$ cat config.mk
export PLATFORM = sky130hd
export DESIGN_NAME = arb_requester4
export DESIGN_NICKNAME = d
export VERILOG_FILES = /design/src/rtl/arb_requester4.sv
export SDC_FILE = /design/constraint.sdc
export NUM_CORES = 1
export LEC_CHECK = 0
export CAP_MARGIN = 40
export CORE_ASPECT_RATIO = 1.4
export CORE_MARGIN = 10
export CORE_UTILIZATION = 50
export DETAILED_ROUTE_END_ITERATION = 10
export PLACE_DENSITY = 0.81
export SYNTH_ARGS = -nofsm -noshare
export SYNTH_HDL_FRONTEND = slang
export SYNTH_SLANG_ARGS = --single-unit
$ cat constraint.sdc
create_clock -name i_clk -period 2.6 [get_ports i_clk]
set_input_delay 0.26 -clock i_clk [delete_from_list [all_inputs] [get_ports i_clk]]
set_output_delay 0.26 -clock i_clk [all_outputs]
set_load 0.01 [all_outputs]
$ cat src/rtl/arb_requester4.sv
// Requester-side agent for a 4-way rotating-priority arbiter: per-channel job queues,
// req/arb_en generation, beat and job accounting, and grant-protocol checking.
module arb_requester4 #(
  parameter int unsigned BEATS    = 4,
  parameter int unsigned PEND_W   = 3,
  parameter int unsigned MAX_WAIT = 8
) (
  input  logic       i_clk,
  input  logic       i_rst_n,
  input  logic [3:0] i_job_push,
  input  logic [3:0] i_gnt,
  output logic [3:0] o_req,
  output logic       o_arb_en,
  output logic       o_beat_valid,
  output logic [1:0] o_beat_ch,
  output logic [3:0] o_job_done,
  output logic       o_idle,
  output logic [3:0] o_ovf,
  output logic       o_err_multi,
  output logic       o_err_spurious,
  output logic [3:0] o_starve
);

  localparam int unsigned BCNT_W = $clog2(BEATS + 1);
  localparam int unsigned WAIT_W = $clog2(MAX_WAIT + 1);
  localparam logic [PEND_W-1:0] PEND_MAX  = {PEND_W{1'b1}};
  localparam logic [BCNT_W-1:0] BEAT_LAST = BCNT_W'(BEATS - 1);
  localparam logic [WAIT_W-1:0] WAIT_SAT  = WAIT_W'(MAX_WAIT);

  typedef enum logic {
    ST_IDLE   = 1'b0,
    ST_ACTIVE = 1'b1
  } state_e;

  state_e            r_state [4];
  logic [PEND_W-1:0] r_pend  [4];
  logic [BCNT_W-1:0] r_beat  [4];
  logic [WAIT_W-1:0] r_wait  [4];
  logic [3:0]        r_req;
  logic              r_arb_en;
  logic              r_beat_valid;
  logic [1:0]        r_beat_ch;
  logic [3:0]        r_job_done;
  logic              r_idle;
  logic [3:0]        r_ovf;
  logic              r_err_multi;
  logic              r_err_spurious;
  logic [3:0]        r_starve;

  state_e            w_state_nxt [4];
  logic [PEND_W-1:0] w_pend_nxt  [4];
  logic [BCNT_W-1:0] w_beat_nxt  [4];
  logic [WAIT_W-1:0] w_wait_nxt  [4];
  logic [3:0]        w_beat;
  logic [3:0]        w_last;
  logic [3:0]        w_load;
  logic [3:0]        w_has_pend;
  logic [3:0]        w_ovf_set;
  logic [3:0]        w_req_nxt;
  logic [3:0]        w_starve_nxt;
  logic              w_gnt_multi;
  logic              w_gnt_one;
  logic              w_spurious;
  logic              w_beat_any;
  logic [1:0]        w_beat_ch_nxt;
  logic              w_idle_nxt;

  always_comb begin
    w_gnt_multi   = (i_gnt & (i_gnt - 4'd1)) != 4'd0;
    w_gnt_one     = (i_gnt != 4'd0) && !w_gnt_multi;
    w_spurious    = (i_gnt & ~r_req) != 4'd0;
    w_beat_any    = 1'b0;
    w_beat_ch_nxt = 2'd0;
    w_idle_nxt    = 1'b1;
    w_beat        = '0;
    w_last        = '0;
    w_load        = '0;
    w_has_pend    = '0;
    w_ovf_set     = '0;
    w_req_nxt     = '0;
    w_starve_nxt  = '0;
    for (int i = 0; i < 4; i++) begin
      w_beat[i]      = w_gnt_one && i_gnt[i] && (r_state[i] == ST_ACTIVE);
      w_last[i]      = w_beat[i] && (r_beat[i] == BEAT_LAST);
      w_has_pend[i]  = r_pend[i] != '0;
      w_state_nxt[i] = r_state[i];
      w_beat_nxt[i]  = r_beat[i];

      if (r_state[i] == ST_IDLE) begin
        // A push into an empty queue is taken straight into the FSM
        if (w_has_pend[i] || i_job_push[i]) begin
          w_load[i]      = 1'b1;
          w_state_nxt[i] = ST_ACTIVE;
          w_beat_nxt[i]  = '0;
        end
      end else if (w_last[i]) begin
        w_beat_nxt[i] = '0;
        if (w_has_pend[i]) begin
          w_load[i] = 1'b1;
        end else begin
          w_state_nxt[i] = ST_IDLE;
        end
      end else if (w_beat[i]) begin
        w_beat_nxt[i] = r_beat[i] + 1'b1;
      end

      w_pend_nxt[i] = r_pend[i];
      if (i_job_push[i] && !w_load[i]) begin
        if (r_pend[i] == PEND_MAX) begin
          w_ovf_set[i] = 1'b1;
        end else begin
          w_pend_nxt[i] = r_pend[i] + 1'b1;
        end
      end else if (!i_job_push[i] && w_load[i]) begin
        w_pend_nxt[i] = r_pend[i] - 1'b1;
      end

      if ((r_state[i] == ST_ACTIVE) && !w_beat[i]) begin
        w_wait_nxt[i] = (r_wait[i] == WAIT_SAT) ? r_wait[i] : r_wait[i] + 1'b1;
      end else begin
        w_wait_nxt[i] = '0;
      end

      w_req_nxt[i]    = w_state_nxt[i] == ST_ACTIVE;
      w_starve_nxt[i] = w_wait_nxt[i] >= WAIT_SAT;
      if (w_beat[i]) begin
        w_beat_any    = 1'b1;
        w_beat_ch_nxt = 2'(i);
      end
      if ((w_state_nxt[i] != ST_IDLE) || (w_pend_nxt[i] != '0)) begin
        w_idle_nxt = 1'b0;
      end
    end
  end

  always_ff @(posedge i_clk or negedge i_rst_n) begin
    if (!i_rst_n) begin
      for (int i = 0; i < 4; i++) begin
        r_state[i] <= ST_IDLE;
        r_pend[i]  <= '0;
        r_beat[i]  <= '0;
        r_wait[i]  <= '0;
      end
      r_req          <= '0;
      r_arb_en       <= 1'b0;
      r_beat_valid   <= 1'b0;
      r_beat_ch      <= 2'd0;
      r_job_done     <= '0;
      r_idle         <= 1'b0;
      r_ovf          <= '0;
      r_err_multi    <= 1'b0;
      r_err_spurious <= 1'b0;
      r_starve       <= '0;
    end else begin
      for (int i = 0; i < 4; i++) begin
        r_state[i] <= w_state_nxt[i];
        r_pend[i]  <= w_pend_nxt[i];
        r_beat[i]  <= w_beat_nxt[i];
        r_wait[i]  <= w_wait_nxt[i];
      end
      r_req          <= w_req_nxt;
      r_arb_en       <= |w_req_nxt;
      r_beat_valid   <= w_beat_any;
      r_beat_ch      <= w_beat_ch_nxt;
      r_job_done     <= w_last;
      r_idle         <= w_idle_nxt;
      r_ovf          <= r_ovf | w_ovf_set;
      r_err_multi    <= r_err_multi | w_gnt_multi;
      r_err_spurious <= r_err_spurious | w_spurious;
      r_starve       <= w_starve_nxt;
    end
  end

  assign o_req          = r_req;
  assign o_arb_en       = r_arb_en;
  assign o_beat_valid   = r_beat_valid;
  assign o_beat_ch      = r_beat_ch;
  assign o_job_done     = r_job_done;
  assign o_idle         = r_idle;
  assign o_ovf          = r_ovf;
  assign o_err_multi    = r_err_multi;
  assign o_err_spurious = r_err_spurious;
  assign o_starve       = r_starve;

endmodule
==> summary.md, run 1 <==
| Metric | Value |
|---|---|
| Pwr dens | roughly 840 nW/µm² |
| Post-synthesis sequential area ratio | a little under half |
| Min-Delay Path Class | input pin to async pin |
| Power share of the clock group | between 20% and 30% |
| # IOs | 33 |
| Synth top cells by count | 60 x dfrtp_1, 29 x nand2_1, 26 x nor2_1, 24 x ha_1, 23 x inv_1 |
| Clk root buf | clkbuf_8 |
| Synth Register Bits | 60 |
| Detailed-route via count | roughly 2600 |
| CP Capture Type | flip-flop |
| Area Overhead vs Synth | 20.8% |
| CP Max Fanout | 6 |
| Metal-1 WL | 2940 µm |
| Inserted Clock Buffers | 9 |
| Post-synth EDFFs | 0 |
| H-tree Lvls | 3 |
| CTS sink cnt | 60 |
| Clock slew seen by the registers of the worst setup and hold paths | 0.06 ns |
| Mapped cell area | between 3000 and 4000 µm² |
| Psw | about 1.2 mW |
| Gate count of the mapped netlist | about 330 |
| Detailed-route DRC error count | 0 |
| TritonCTS clock tree | yes |
| N_diodes | 0 |
| Post-CTS setup buffers | 0 |
| Longest Clk Path Bufs | 2 |
| Gr ovfl total | 0 |
| Req. time, crit path | 2.87 ns |
| Max-Cap Viols | 0 |
| Layout Nets | 415 |
| Met3 WL | around 330 µm |
| GRT Total Usage | 14.8% |
| Vias in the first global route | around 2600 |
| Int Pwr | between 2 and 2.5 mW |
| Final worst slack | 0.158 ns |
| WL final | approximately 7100 µm |
| Hold Fails Final Rpt | 0 |
| Layout cell share with drive strength beyond 1 | ~15% |
| Post-DRT Antenna Nets | 0 |
| Yosys top cell area share | 45.6% |
| Post-DP HPWL | between 5000 and 6000 µm |
| GP Congestion | approximately 0.9 |
| Yosys warnings | 0 |
| Clock Latency Late Sink | between 0.3 and 0.4 ns |
| Fmax achieved | around 0.41 GHz |
| Sequential Power Share | 42.0% |
| Port bufs | 32 |
| Vias per cell | roughly 5.7 |
| Die Y | 116 µm |
| Row count | 34 |
| Crit path DAT | 2.72 ns |
| Synth area leaders | dfrtp_1 46%, ha_1 9.1%, nand2_1 3.3% |
| Combinational Power Share | approximately 37% |
| DR WL met2 | 3660 µm |
| Cell variety after synth | 57 |
| Final period util | 93.9% |
| Wirelength per Cell | 15.5 µm |
| Initial core utilization | 52.3% |
| Largest net degree at the start of global routing | about 60 |
| Final Max Slew Viols | 0 |
| WS Path Type | input pin to flip-flop |
| Total leakage power | between 1.5 and 2 nW |
| 1st-pass router iterations | 4 |
| Worst Skew | about 0.0059 ns |
| RSZ-0062 raised after global routing | false |
| Area leader, netlist | dfrtp_1 |
| Final Setup Violations | 0 |
| Syn Area/Cell | 10.1 µm² |
| Tmin final | between 2 and 2.5 ns |
| Max VDD drop | roughly 0.52 mV |
| Count leader, synth | dfrtp_1 |
| First-pass GRT wire length | 11900 µm |
| Worst slack, placed | -0.221 ns |
| Worst rel slew slack | between 40% and 50% |
| Worst slew pin tran | 0.782 ns |
| Post-synth net total | ~360 |
| Die ar. | around 10000 µm² |
| DR top layer | met4 |
| FFs w/ async S/R, synth | 100% |
| Net Sw Frac | between 30% and 40% |
| Initial antenna violation count | 0 |
| Iteration-0 DRC count of the detailed router | roughly 110 |
| Die width | ~89 µm |
| Hold WS | 0.0729 ns |
| Top FF cell, synth | dfrtp_1 |
| Critical path launch point type | input pin |
| Core Region | 6300 µm² |
| Status | completed |
-- power by group through the flow --
stage	Combinational, mW	Clock, mW	Sequential, mW
floorplan	0.903	0	1.38
global placement	1.17	0	1.40
detailed placement	1.24	0	1.42
CTS	1.25	0.715	1.40
global route	1.40	0.765	1.44
finish	1.24	0.697	1.40
-- stage by stage --
stage | instances | total power [mW] | util [%] | cell area (µm²) | TNS (ns)
detailed placement | 442 | 2.65 | 60.6 | 3810 | -0.221
finish | 456 | 3.34 | 63.1 | 3980 | 0
CTS | 456 | 3.37 | 63.1 | 3970 | 0
floorplan | 325 | 2.28 | - | 3290 | 0
global route | 456 | 3.61 | 63.1 | 3980 | 0
global placement | 442 | 2.57 | 60.6 | 3810 | -0.112
-- final cells by class --
type | count | area, µm²
multi-input cells | 227 | 1620
flip-flops and latches | 60 | 1500
fillers | 502 | 2320
well taps | 72 | 90.1
repair buffers | 60 | 526
inverters | 23 | 86.3
clock inverters | 3 | 15.0
clock buffers | 11 | 141
-- worst max-delay path, cell delays in order --
cell and delay, ns:
clkdlybuf4s50_1 0.50, or4b_4 0.62, buf_4 0.17, o21a_1 0.20, o21ai_0 0.14, o311ai_0 0.14
buf_4 0.16, nor4_1 0.27, and4_1 0.26
-- routing by layer --
layer | track usage (%) | vias up
met3 | 5.20 | 12
met4 | 5.95 | 0
met1 | 16.1 | 1279
met5 | 0 | -
li1 | - | 1249
met2 | 25.5 | 41
-- final timing paths --
kind                                start        endpoint  slack [ns]  cells after the start
max reg2reg                     r_pend[1]          o_idle        0.31                      7
max                              i_gnt[1]          o_idle        0.16                      9
min reg2reg                o_err_spurious  o_err_spurious        0.47                      1
max in group asynchronous         i_rst_n      r_wait[11]        2.01                      2
min                               i_rst_n      r_wait[14]        0.07                      2
min in group i_clk         o_err_spurious  o_err_spurious        0.47                      1
-- cells in the final DEF, fill, tap and decap left out, types with 7 or more instances in the layout --
master           synthesis  final
nand3_1                  8      8
nand3b_1                 7      7
o21ai_0                 10     10
clkdlybuf4s50_1          0     31
nand2_1                 29     29
dfrtp_1                 60     60
nor3_1                   8      8
buf_4                    3     28
inv_1                   23     23
nor2_1                  26     26
xnor2_1                  8      8
ha_1                    24     24
nand2b_1                14     14
clkbuf_8                 0     10
-- sequential cells by signal, indices dropped and copies added (netlist names), 2 cells and up --
name / count
o_beat_ch: 2
o_req: 4
o_starve: 2
r_beat: 12
o_job_done: 4
r_wait: 15
r_pend: 12
o_ovf: 4
-- repair_timing --
item | 4_1_cts | 5_1_grt
gates resized for setup | 0 | 2
hold buffers | 0 | 0
endpoints found under the setup margin | 0 | 1
-- logic make-up (layout without fill, tap and decap cells) --
| family | count (synthesis) | after routing | share of synthesized area (%) |
|---|---|---|---|
| buffers and inverters | 38 | 97 | 5.44 |
| muxes | 5 | 5 | 1.63 |
| xor gates and xnor gates | 12 | 12 | 3.19 |
| adders and majority gates | 25 | 25 | 9.43 |
| AOI/OAI and AO/OA | 64 | 64 | 14.1 |
| and+or+nand+nor | 121 | 121 | 20.6 |
| DFF | 60 | 60 | 45.6 |
Power figures use the tool's default switching activity.
==> run 2, diff against run 1 <==
--- a/config.mk
+++ b/config.mk
@@ -9,6 +9,7 @@
 export CORE_ASPECT_RATIO = 1.4
 export CORE_MARGIN = 10
 export CORE_UTILIZATION = 50
+export CTS_BUF_LIST = sky130_fd_sc_hd__clkbuf_4
 export DETAILED_ROUTE_END_ITERATION = 10
 export PLACE_DENSITY = 0.81
 export SYNTH_ARGS = -nofsm -noshare
==> constraint.sdc (replaced) <==
create_clock -name i_clk -period 2.6 [get_ports i_clk]
set_input_delay 0.26 -clock i_clk [delete_from_list [all_inputs] [get_ports i_clk]]
set_output_delay 0.26 -clock i_clk [all_outputs]
set_load 0.02 [all_outputs]
==> summary.md, run 2 (synthesized netlist as in run 1, its figures left out) <==
| Metric | Value |
|---|---|
| Die width | 88.6 µm (unchanged) |
| RSZ-0062 raised after global routing | false |
| WP buf/inv | 1 (-2) |
| Most frequent cells in the layout | 60 x dfrtp_1, 31 x clkdlybuf4s50_1, 29 x nand2_1, 28 x buf_4, 26 x nor2_1 |
| Layout Nets | 415 (unchanged) |
| Wirelength per Cell | 15.0 µm (-3.1%) |
| Largest regs | r_wait x15, r_beat x12, r_pend x12 |
| Fmax achieved | 0.411 GHz (+0.29%) |
| Hold Fails Final Rpt | 0 (unchanged) |
| Pwr dens | 808 nW/µm² (-3.9%) |
| Max VDD drop | 0.436 mV (-17%) |
| Cells on worst reg2reg path | 8 (+1) |
| Row count | 34 (unchanged) |
| Gr ovfl total | 0 (unchanged) |
| N_diodes | 0 (unchanged) |
| Max-Cap Viols | 0 (unchanged) |
| Cell chain of the critical path | clkdlybuf4s50_1, or4b_1, o311ai_0, mux2i_1, o22ai_1, nor4_1, and4_1 |
| Total leakage power | 1.78 nW (-1.5%) |
| CTS sink cnt | 60 (unchanged) |
| Max reg flops | 15 (unchanged) |
| Inserted Clock Buffers | 9 (unchanged) |
| WS Path Type | input pin to flip-flop |
| Longest Clk Path Bufs | 2 (unchanged) |
| GP Congestion | 0.904 (unchanged) |
| Status | completed |
| Max stage delay cell, worst path | clkdlybuf4s50_1 |
| Layout cell share with drive strength beyond 1 | 15.1% (-0.26 points) |
| Worst reg2reg setup slack | 0.30 ns (about the same) |
| Worst slack, placed | -0.221 ns (unchanged) |
| 1st-pass router iterations | 4 (unchanged) |
| Area Overhead vs Synth | 18.7% |
| Post-DRT Antenna Nets | 0 (unchanged) |
| Cell count along the critical path | 7 (-2) |
| Vias in the first global route | 2603 (-0.53%) |
| Initial antenna violation count | 0 (unchanged) |
| Critical path launch point type | input pin |
| Worst Setup SP | i_gnt[1] |
| Min-Delay Path Class | input pin to async pin |
| Clock Latency Late Sink | 0.39 ns (+0.05 ns) |
| Critical Path Max Stage Delay | 0.57 ns (-0.05 ns) |
| Port bufs | 32 (unchanged) |
| Final Max Slew Viols | 0 (unchanged) |
| Most flops, register | r_wait |
| GRT Total Usage | 14.4% (-0.42 points) |
| Most common cell after layout, fill and taps aside | dfrtp_1 |
| Iteration-0 DRC count of the detailed router | 148 (+37%) |
| Worst Skew | 0.00628 ns (+0.000412 ns) |
| CP Capture Type | flip-flop |
| Core Region | 6300 µm² (unchanged) |
| FF-to-FF Start | r_pend[6] |
| First-pass GRT wire length | 11600 µm (-2.7%) |
| Post-CTS setup buffers | 0 (unchanged) |
| Clk root buf | clkbuf_4 |
| Crit path to | o_idle |
| # IOs | 33 (unchanged) |
| Hold-fix buffers, CTS | 0 (unchanged) |
| Detailed-route via count | 2565 (-0.62%) |
| Clock slew seen by the registers of the worst setup and hold paths | 0.09 ns (+0.03 ns) |
| WL final | 6850 µm (-3.1%) |
| Die ar. | 10300 µm² (unchanged) |
| Final Setup Violations | 0 (unchanged) |
| Post-DP HPWL | 5280 µm (unchanged) |
| TritonCTS clock tree | yes |
| Req. time, crit path | 2.92 ns (+0.05 ns) |
| Vias per cell | 5.63 (-0.62%) |
| Post-CTS Resized | 0 (unchanged) |
| Crit path DAT | 2.76 ns (+0.04 ns) |
| Largest net degree at the start of global routing | 61 (unchanged) |
| Cell family with most CP delay | simple AND/OR/NAND/NOR gates |
| Worst slew pin tran | 0.769 ns (-0.0130 ns) |
| Detailed-route DRC error count | 0 (unchanged) |
| Initial core utilization | 52.3% (unchanged) |
| Final period util | 93.6% (-0.27 points) |
| Final worst slack | 0.165 ns (+0.00710 ns) |
| Worst rel slew slack | 48.7% (+0.87 points) |
| CP Max Fanout | 6 (unchanged) |
| H-tree Lvls | 3 (unchanged) |
| Reg-to-Reg End | o_idle |
| Tmin final | 2.43 ns (-0.00710 ns) |
| Setup tns final | 0 ns (unchanged) |
| Die Y | 116 µm (unchanged) |
run 2: layout make-up:
| type | instances | area [µm²] |
|---|---|---|
| tap | 72 | 90.1 |
| inverter | 23 | 86.3 |
| clock inverter | 4 | 18.8 |
| fill | 516 | 2390 |
| timing repair buffer | 60 | 526 |
| clock buffer | 10 | 75.1 |
| sequential | 60 | 1500 |
| multi-input combinational | 227 | 1610 |
run 2: power breakdown:
part           internal [mW]  switching (mW)
sequential              1.20           0.204
combinational          0.612           0.650
clock                  0.189           0.310
total                   2.00            1.16
run 2: through the flow:
| step | power, mW | area (µm²) | std cells | hold slack, ns | util, % |
|---|---|---|---|---|---|
| finish | 3.16 | 3910 | 456 | 0.0269 | 62.1 |
| CTS | 3.19 | 3910 | 456 | 0.0355 | 62.1 |
| floorplan | 2.31 | 3290 | 325 | -0.0356 | - |
| detailed placement | 2.69 | 3810 | 442 | 0.452 | 60.6 |
| global route | 3.44 | 3910 | 456 | 0.0497 | 62.1 |
| global placement | 2.60 | 3810 | 442 | 0.452 | 60.6 |
run 2: how the worst min path moves through the flow:
stage                      to           start  depth (start not counted)
6_report           r_wait[12]         i_rst_n                          2
5_1_grt            r_wait[14]         i_rst_n                          2
4_1_cts            r_wait[14]         i_rst_n                          2
3_5_place_dp   o_err_spurious  o_err_spurious                          1
3_3_place_gp   o_err_spurious  o_err_spurious                          1
2_1_floorplan        o_arb_en         i_rst_n                          0
run 2: per-layer routing:
metal	global-route usage (%)	up-vias	part of all wire (%)
met5	0	-	0
met4	5.73	0	2.2
li1	-	1251	-
met1	15.5	1263	41
met3	5.13	15	4.8
met2	24.9	36	52
